## config.mk

```make
export PLATFORM = sky130hd
export DESIGN_NAME = button_debounce_irq_src
export DESIGN_NICKNAME = d
export VERILOG_FILES = /design/src/rtl/button_debounce_irq_src.sv
export SDC_FILE = /design/constraint.sdc
export NUM_CORES = 1
export LEC_CHECK = 0
export CAP_MARGIN = 25
export CORE_UTILIZATION = 64
export DETAILED_ROUTE_END_ITERATION = 10
export GPL_TIMING_DRIVEN = 0
export PLACE_DENSITY = 0.86
export SLEW_MARGIN = 5
export SYNTH_ARGS = -nofsm -noshare
export SYNTH_HDL_FRONTEND = slang
export SYNTH_SLANG_ARGS = --single-unit
```

## constraint.sdc

```tcl
create_clock -name ACLK -period 4.3 [get_ports ACLK]
set_clock_uncertainty 0.2 [all_clocks]
set_input_delay 0.86 -clock ACLK [delete_from_list [all_inputs] [get_ports ACLK]]
set_output_delay 0.86 -clock ACLK [all_outputs]
set_load 0.01 [all_outputs]
```

## src/rtl/button_debounce_irq_src.sv

```systemverilog
// rtl/button_debounce_irq_src.sv - per-button sync, debounce, edge detect and sticky irq request
// Each channel commits a new level only after DEBOUNCE_CYCLES consecutive mismatching samples.
module button_debounce_irq_src #(
  parameter int NUM_BUTTONS     = 4,
  parameter int DEBOUNCE_CYCLES = 1000000,
  parameter int CNT_WIDTH       = 20,
  parameter int SYNC_STAGES     = 2,
  parameter bit BTN_ACTIVE_LOW  = 1'b0
) (
  input  logic                     ACLK,
  input  logic                     ARESET,
  input  logic [NUM_BUTTONS-1:0]   btn_in,
  input  logic [NUM_BUTTONS-1:0]   enable,
  input  logic [2*NUM_BUTTONS-1:0] edge_sel,
  input  logic [NUM_BUTTONS-1:0]   irq_ack,
  output logic [NUM_BUTTONS-1:0]   btn_state,
  output logic [NUM_BUTTONS-1:0]   btn_rise,
  output logic [NUM_BUTTONS-1:0]   btn_fall,
  output logic [NUM_BUTTONS-1:0]   irq_req,
  output logic                     irq
);

  localparam logic [0:0] ST_STABLE   = 1'b0;
  localparam logic [0:0] ST_COUNTING = 1'b1;

  localparam logic [CNT_WIDTH-1:0] LP_CNT_ONE  = CNT_WIDTH'(1);
  localparam logic [CNT_WIDTH-1:0] LP_CNT_LAST = CNT_WIDTH'(DEBOUNCE_CYCLES - 1);

  logic [NUM_BUTTONS-1:0] r_sync [SYNC_STAGES];
  logic [NUM_BUTTONS-1:0] w_s;
  logic [0:0]             r_fsm  [NUM_BUTTONS];
  logic [CNT_WIDTH-1:0]   r_cnt  [NUM_BUTTONS];
  logic [NUM_BUTTONS-1:0] r_state;
  logic [NUM_BUTTONS-1:0] r_rise;
  logic [NUM_BUTTONS-1:0] r_fall;
  logic [NUM_BUTTONS-1:0] r_irq_req;
  logic                   r_irq;
  logic [NUM_BUTTONS-1:0] w_set;

  always_ff @(posedge ACLK) begin
    if (ARESET) begin
      for (int i = 0; i < SYNC_STAGES; i++) r_sync[i] <= '0;
    end else begin
      r_sync[0] <= btn_in;
      for (int i = 1; i < SYNC_STAGES; i++) r_sync[i] <= r_sync[i-1];
    end
  end

  assign w_s = r_sync[SYNC_STAGES-1] ^ {NUM_BUTTONS{BTN_ACTIVE_LOW}};

  always_ff @(posedge ACLK) begin
    if (ARESET) begin
      r_state <= '0;
      r_rise  <= '0;
      r_fall  <= '0;
      for (int b = 0; b < NUM_BUTTONS; b++) begin
        r_fsm[b] <= ST_STABLE;
        r_cnt[b] <= '0;
      end
    end else begin
      for (int b = 0; b < NUM_BUTTONS; b++) begin
        r_rise[b] <= 1'b0;
        r_fall[b] <= 1'b0;
        case (r_fsm[b])
          ST_STABLE: begin
            if (w_s[b] != r_state[b]) begin
              r_fsm[b] <= ST_COUNTING;
              r_cnt[b] <= LP_CNT_ONE;
            end else begin
              r_cnt[b] <= '0;
            end
          end
          default: begin
            // A single matching sample discards the whole run.
            if (w_s[b] == r_state[b]) begin
              r_fsm[b] <= ST_STABLE;
              r_cnt[b] <= '0;
            end else if (r_cnt[b] == LP_CNT_LAST) begin
              r_state[b] <= w_s[b];
              r_rise[b]  <= w_s[b];
              r_fall[b]  <= ~w_s[b];
              r_fsm[b]   <= ST_STABLE;
              r_cnt[b]   <= '0;
            end else begin
              r_cnt[b] <= r_cnt[b] + LP_CNT_ONE;
            end
          end
        endcase
      end
    end
  end

  always_comb begin
    w_set = '0;
    for (int b = 0; b < NUM_BUTTONS; b++) begin
      w_set[b] = enable[b] & ((r_rise[b] & edge_sel[2*b]) | (r_fall[b] & edge_sel[2*b+1]));
    end
  end

  // Set takes priority over a same-cycle acknowledge.
  always_ff @(posedge ACLK) begin
    if (ARESET) begin
      r_irq_req <= '0;
      r_irq     <= 1'b0;
    end else begin
      r_irq_req <= w_set | (r_irq_req & ~irq_ack);
      r_irq     <= |r_irq_req;
    end
  end

  assign btn_state = r_state;
  assign btn_rise  = r_rise;
  assign btn_fall  = r_fall;
  assign irq_req   = r_irq_req;
  assign irq       = r_irq;

endmodule
```

## After elaboration in Yosys (flattened, before gate mapping)

Memories as Yosys holds them, arrays and structs flattened.
Cells that the tools add are included.

- Bits in registers: 17
- Memory bits (writable): 92
- Bits of input ports: 22
- Output and inout port bits: 17
- Logic and storage cells: 236
- Memories: 3

Memories:

| name | depth | width | read ports | clocked after memory_dff | write ports | line | source |
|---|---|---|---|---|---|---|---|
| r_cnt | 4 | 20 | 4 | 0 | 4 | 32 | `logic [CNT_WIDTH-1:0] r_cnt [NUM_BUTTONS];` |
| r_sync | 2 | 4 | 2 | 0 | 2 | 29 | `logic [NUM_BUTTONS-1:0] r_sync [SYNC_STAGES];` |
| r_fsm | 4 | 1 | 4 | 0 | 4 | 31 | `logic [0:0] r_fsm [NUM_BUTTONS];` |

- Add/subtract/negate cells: 4
- Eq/ne operators: 12
- Multiplexer cells: 125
- Bitwise gates (word level): 69
- Reduce and logical (&&, ||, !) cells: 9

Operators by type and width:

| kind | count |
|---|---|
| 2-to-1 mux 20 bit | 20 |
| 2-to-1 mux 1 bit | 103 |
| adder 20 x 1 -> 20 bit, second input constant | 4 |
| == test 20 bit, second input constant | 4 |
| OR 1 bit | 38 |
| OR reduction 4 bit | 5 |
| NOT 1 bit | 16 |
| AND 1 bit | 12 |
| AND reduction 3 bit | 4 |
| 2-to-1 mux 4 bit | 2 |
| AND 4 bit | 1 |
| == test 1 bit | 4 |
| != test 1 bit | 4 |
| NOT 4 bit | 1 |
| OR 4 bit | 1 |

## Longest topological paths before layout

- Depth after elaboration: 10
- Mapped depth: 7
- Depth with buffers taken out: 5

## Least setup slack after synthesis

No wires, ideal clock.

- Kind: in2reg
- Start point: input port ARESET
- End point: memory r_cnt[1][10], data pin
- Library setup time: 266 ps
- Arrival time: 1953 ps
- Data required time: 3834 ps
- Path slack: 1881 ps
- Stages on the path: 6
- Path buffers: 2
- Path through: clkbuf_1 -> nand2b_1 -> nor2_1 -> o21ai_1 -> clkbuf_1 -> nor2_1

RTL lines:

| element | line | source |
|---|---|---|
| start, declared | 11 | `input logic ARESET,` |
| end, declared | 32 |  |

==> metrics.csv <==
metric,value,unit
antennaDiodeCount,0,
cts.hold.buffers_added,0,
irDropWorstVdd,196.6,uV
regToRegSetupSlack,1.54,ns
critPathRequiredTime,4.21,ns
cellPowerDensity,280.8,nW/um2
drv_cap,0,
period_share,72.39,%
rr_worst_depth,6,
cts.htree.levels,3,
crit_chain,"clkdlybuf4s50_1, clkbuf_1, nand2b_1, nor2_1, o21ai_1, clkbuf_1, nor2_1",
path_buf_inv,3,
die_y,95.35,um
worstHoldPathType,reg2reg,
fin_nets,690,
avgSynthCellArea,10.40,um2
hold_depth,1,
core_area,8341,um2
cp-start-kind,primary input,
finalSetupViolCount,0,
synth_area,5577,um2
slew_viol_final,0,
arrival,3.02,ns
start_util,66.86,%
place_ws,0.7918,ns
endpoint_kind,register,
yosysWarnings,0,
cts-resized-gates,0,
p_leak,2.238,nW
vias_per_cell,5.610,
rsz0062_at_grt,false,
root_buffer,clkbuf_8,
timing.fmax,0.3213,GHz
worst_r2r_startpoint,r_cnt[0][0]$_SDFFCE_PN0P_,
ioPinCount,39,
seqCellArea,3023,um2
grt_pass1_vias,4217,
slowest_delay,0.59,ns
worst_pin_slew,0.7364,ns
routedWlPerCell,14.09,um
drc,0,
critPathSlowestCell,clkdlybuf4s50_1,
synth_edf_count,84,
grt_max_degree,17,
postCtsSetupBuffers,0,
finalNonFillerCells,774,
final-hold-violation-count,0,
die_w,95.35,um
ant_nets,0,
routed_wl,10900,um
fillerInstances,557,
ys_seq_area_share,54.21,%
ys_ff_latch,109,
worstPathMaxFanout,10,
async_flop_share,0,%
synth_cells,536,
path_clk_slew,0.10,ns
post-dp-hpwl,8080,um
total_power,1.837,mW
antenna_found_initial,0,
grt_pass1_wl,18200,um
clk_latency,0.36,ns
crit_cells,7,
multi_input_area,2715,um2
crit_start,ARESET,
final_cell_mix,"edfxtp_1 (84), conb_1 (80), nor2_1 (64)",
drive_gt1_share,4.484,%
overflow,0,
area_growth,17.30,%
gp_congestion,0.8249,
outcome,finished clean,
final_common_cell,edfxtp_1,
port_buffers,38,
r2r_end,r_cnt[0][11]$_SDFFCE_PN0P_,
drt_pre_antenna_iters,5,
cts_tree,done,
clock-sinks,109,
cts_buffers,9,
slew_headroom,50.58,%
grt_use_total,25.95,%
synth_ff_type,edfxtp_1,
num_vias,4342,
criticalPathCategory,in2reg,
layout_min_cycle_time,3.113,ns
endpoint,r_cnt[1][8]$_SDFFCE_PN0P_,
ys_types,46,
design.die.area,9091,um2
fin_ws,1.187,ns
dp.cells,758,
cts_buffer_depth,2,
finalSetupTns,0,ns
drtIter0Drc,209,
row_count,33,
crit_family,buffers and inverters,
[state kept, by name, summed over array words and instances (netlist names)]
signal,count
r_fsm,4
btn_state,4
btn_fall,4
btn_rise,4
r_sync,8
r_cnt,80
irq_req,4
irq,1
[area by class of cell]
type,count,area share (%)
clock buffer,9,1.894
buffer,19,1.205
timing repair buffer,38,5.815
tap,105,2.008
clock inverter,7,0.4973
multi-input combinational,472,41.51
sequential,109,46.21
inverter,15,0.8608
[metal layers]
layer | global-route usage (%) | part of all wire, % | vias up | wire [um]
met3 | 4.147 | 4.9 | 16 | 529
li1 | - | - | 2158 | -
met5 | 0 | 0 | - | 0
met4 | 12.37 | 1.7 | 0 | 183
met1 | 31.88 | 43 | 2053 | 4653
met2 | 44.52 | 51 | 115 | 5538
[cells in the mapped netlist (all sizes together) (6+ instances only)]
library cell | instances | area, um2
dfxtp | 25 | 500.5
nand2 | 30 | 112.6
or3 | 17 | 106.4
o21ai | 19 | 95.09
a21oi | 33 | 165.2
nor4 | 10 | 77.57
nand4 | 21 | 131.4
nor2b | 12 | 75.07
edfxtp | 84 | 2522
and2 | 7 | 43.80
xnor2 | 20 | 175.2
o31ai | 13 | 97.59
nor4b | 7 | 67.56
nand2b | 6 | 37.54
nor3 | 8 | 40.04
or4 | 12 | 90.09
clkbuf | 15 | 56.30
xor2 | 30 | 262.8
nor2 | 64 | 240.2
and4 | 7 | 61.31
and3 | 14 | 87.58
nand3 | 30 | 160.2
inv | 15 | 56.30
[worst register-to-register path: cells and delay by family, from the launching register on]
kind / cells / cell delay (ns)
buffers and inverters: 2 / 0.80
AO/OA/AOI/OAI: 1 / 0.64
AND/OR/NAND/NOR: 2 / 0.32
flip-flops: 1 / 0.39
adder cells (fa/ha/maj): 1 / 0.16
[cells by family (layout without fill, tap and decap cells)]
family	after synthesis	after routing	share of synthesized area, %
buffers and inverters	34	88	2.423
AOI/OAI and AO/OA	81	81	8.795
DFF	109	109	54.21
xor gates and xnor gates	50	50	7.853
muxes	1	1	0.1795
adders and majority gates	4	4	0.8975
and+or+nand+nor	256	256	25.58
other	1	80	0.06725
[worst min path at each step]
stage                                 start                      end
floorplan           r_sync[0][0]$_SDFF_PP0_  r_sync[0][4]$_SDFF_PP0_
global placement    r_sync[0][1]$_SDFF_PP0_  r_sync[0][5]$_SDFF_PP0_
detailed placement  r_sync[0][3]$_SDFF_PP0_  r_sync[0][7]$_SDFF_PP0_
CTS                 r_sync[0][3]$_SDFF_PP0_  r_sync[0][7]$_SDFF_PP0_
global route        r_sync[0][3]$_SDFF_PP0_  r_sync[0][7]$_SDFF_PP0_
finish              r_sync[0][3]$_SDFF_PP0_  r_sync[0][7]$_SDFF_PP0_
[stage by stage]
stage / cell area [um2] / util [%] / hold WS (ns)
after floorplan: 5873 / - / 0.2138
after global placement: 6385 / 76.55 / 0.2192
after detailed placement: 6385 / 76.55 / 0.2231
after CTS: 6541 / 78.43 / 0.2440
after global routing: 6541 / 78.43 / 0.2558
final: 6541 / 78.43 / 0.2431
[where the power goes]
part | switching [mW] | internal (mW) | leakage, nW
clock network | 0.328 | 0.201 | 0.0789
logic | 0.0539 | 0.0468 | 1.09
registers | 0.0390 | 1.17 | 1.07
(Power assumes the default switching activity.)
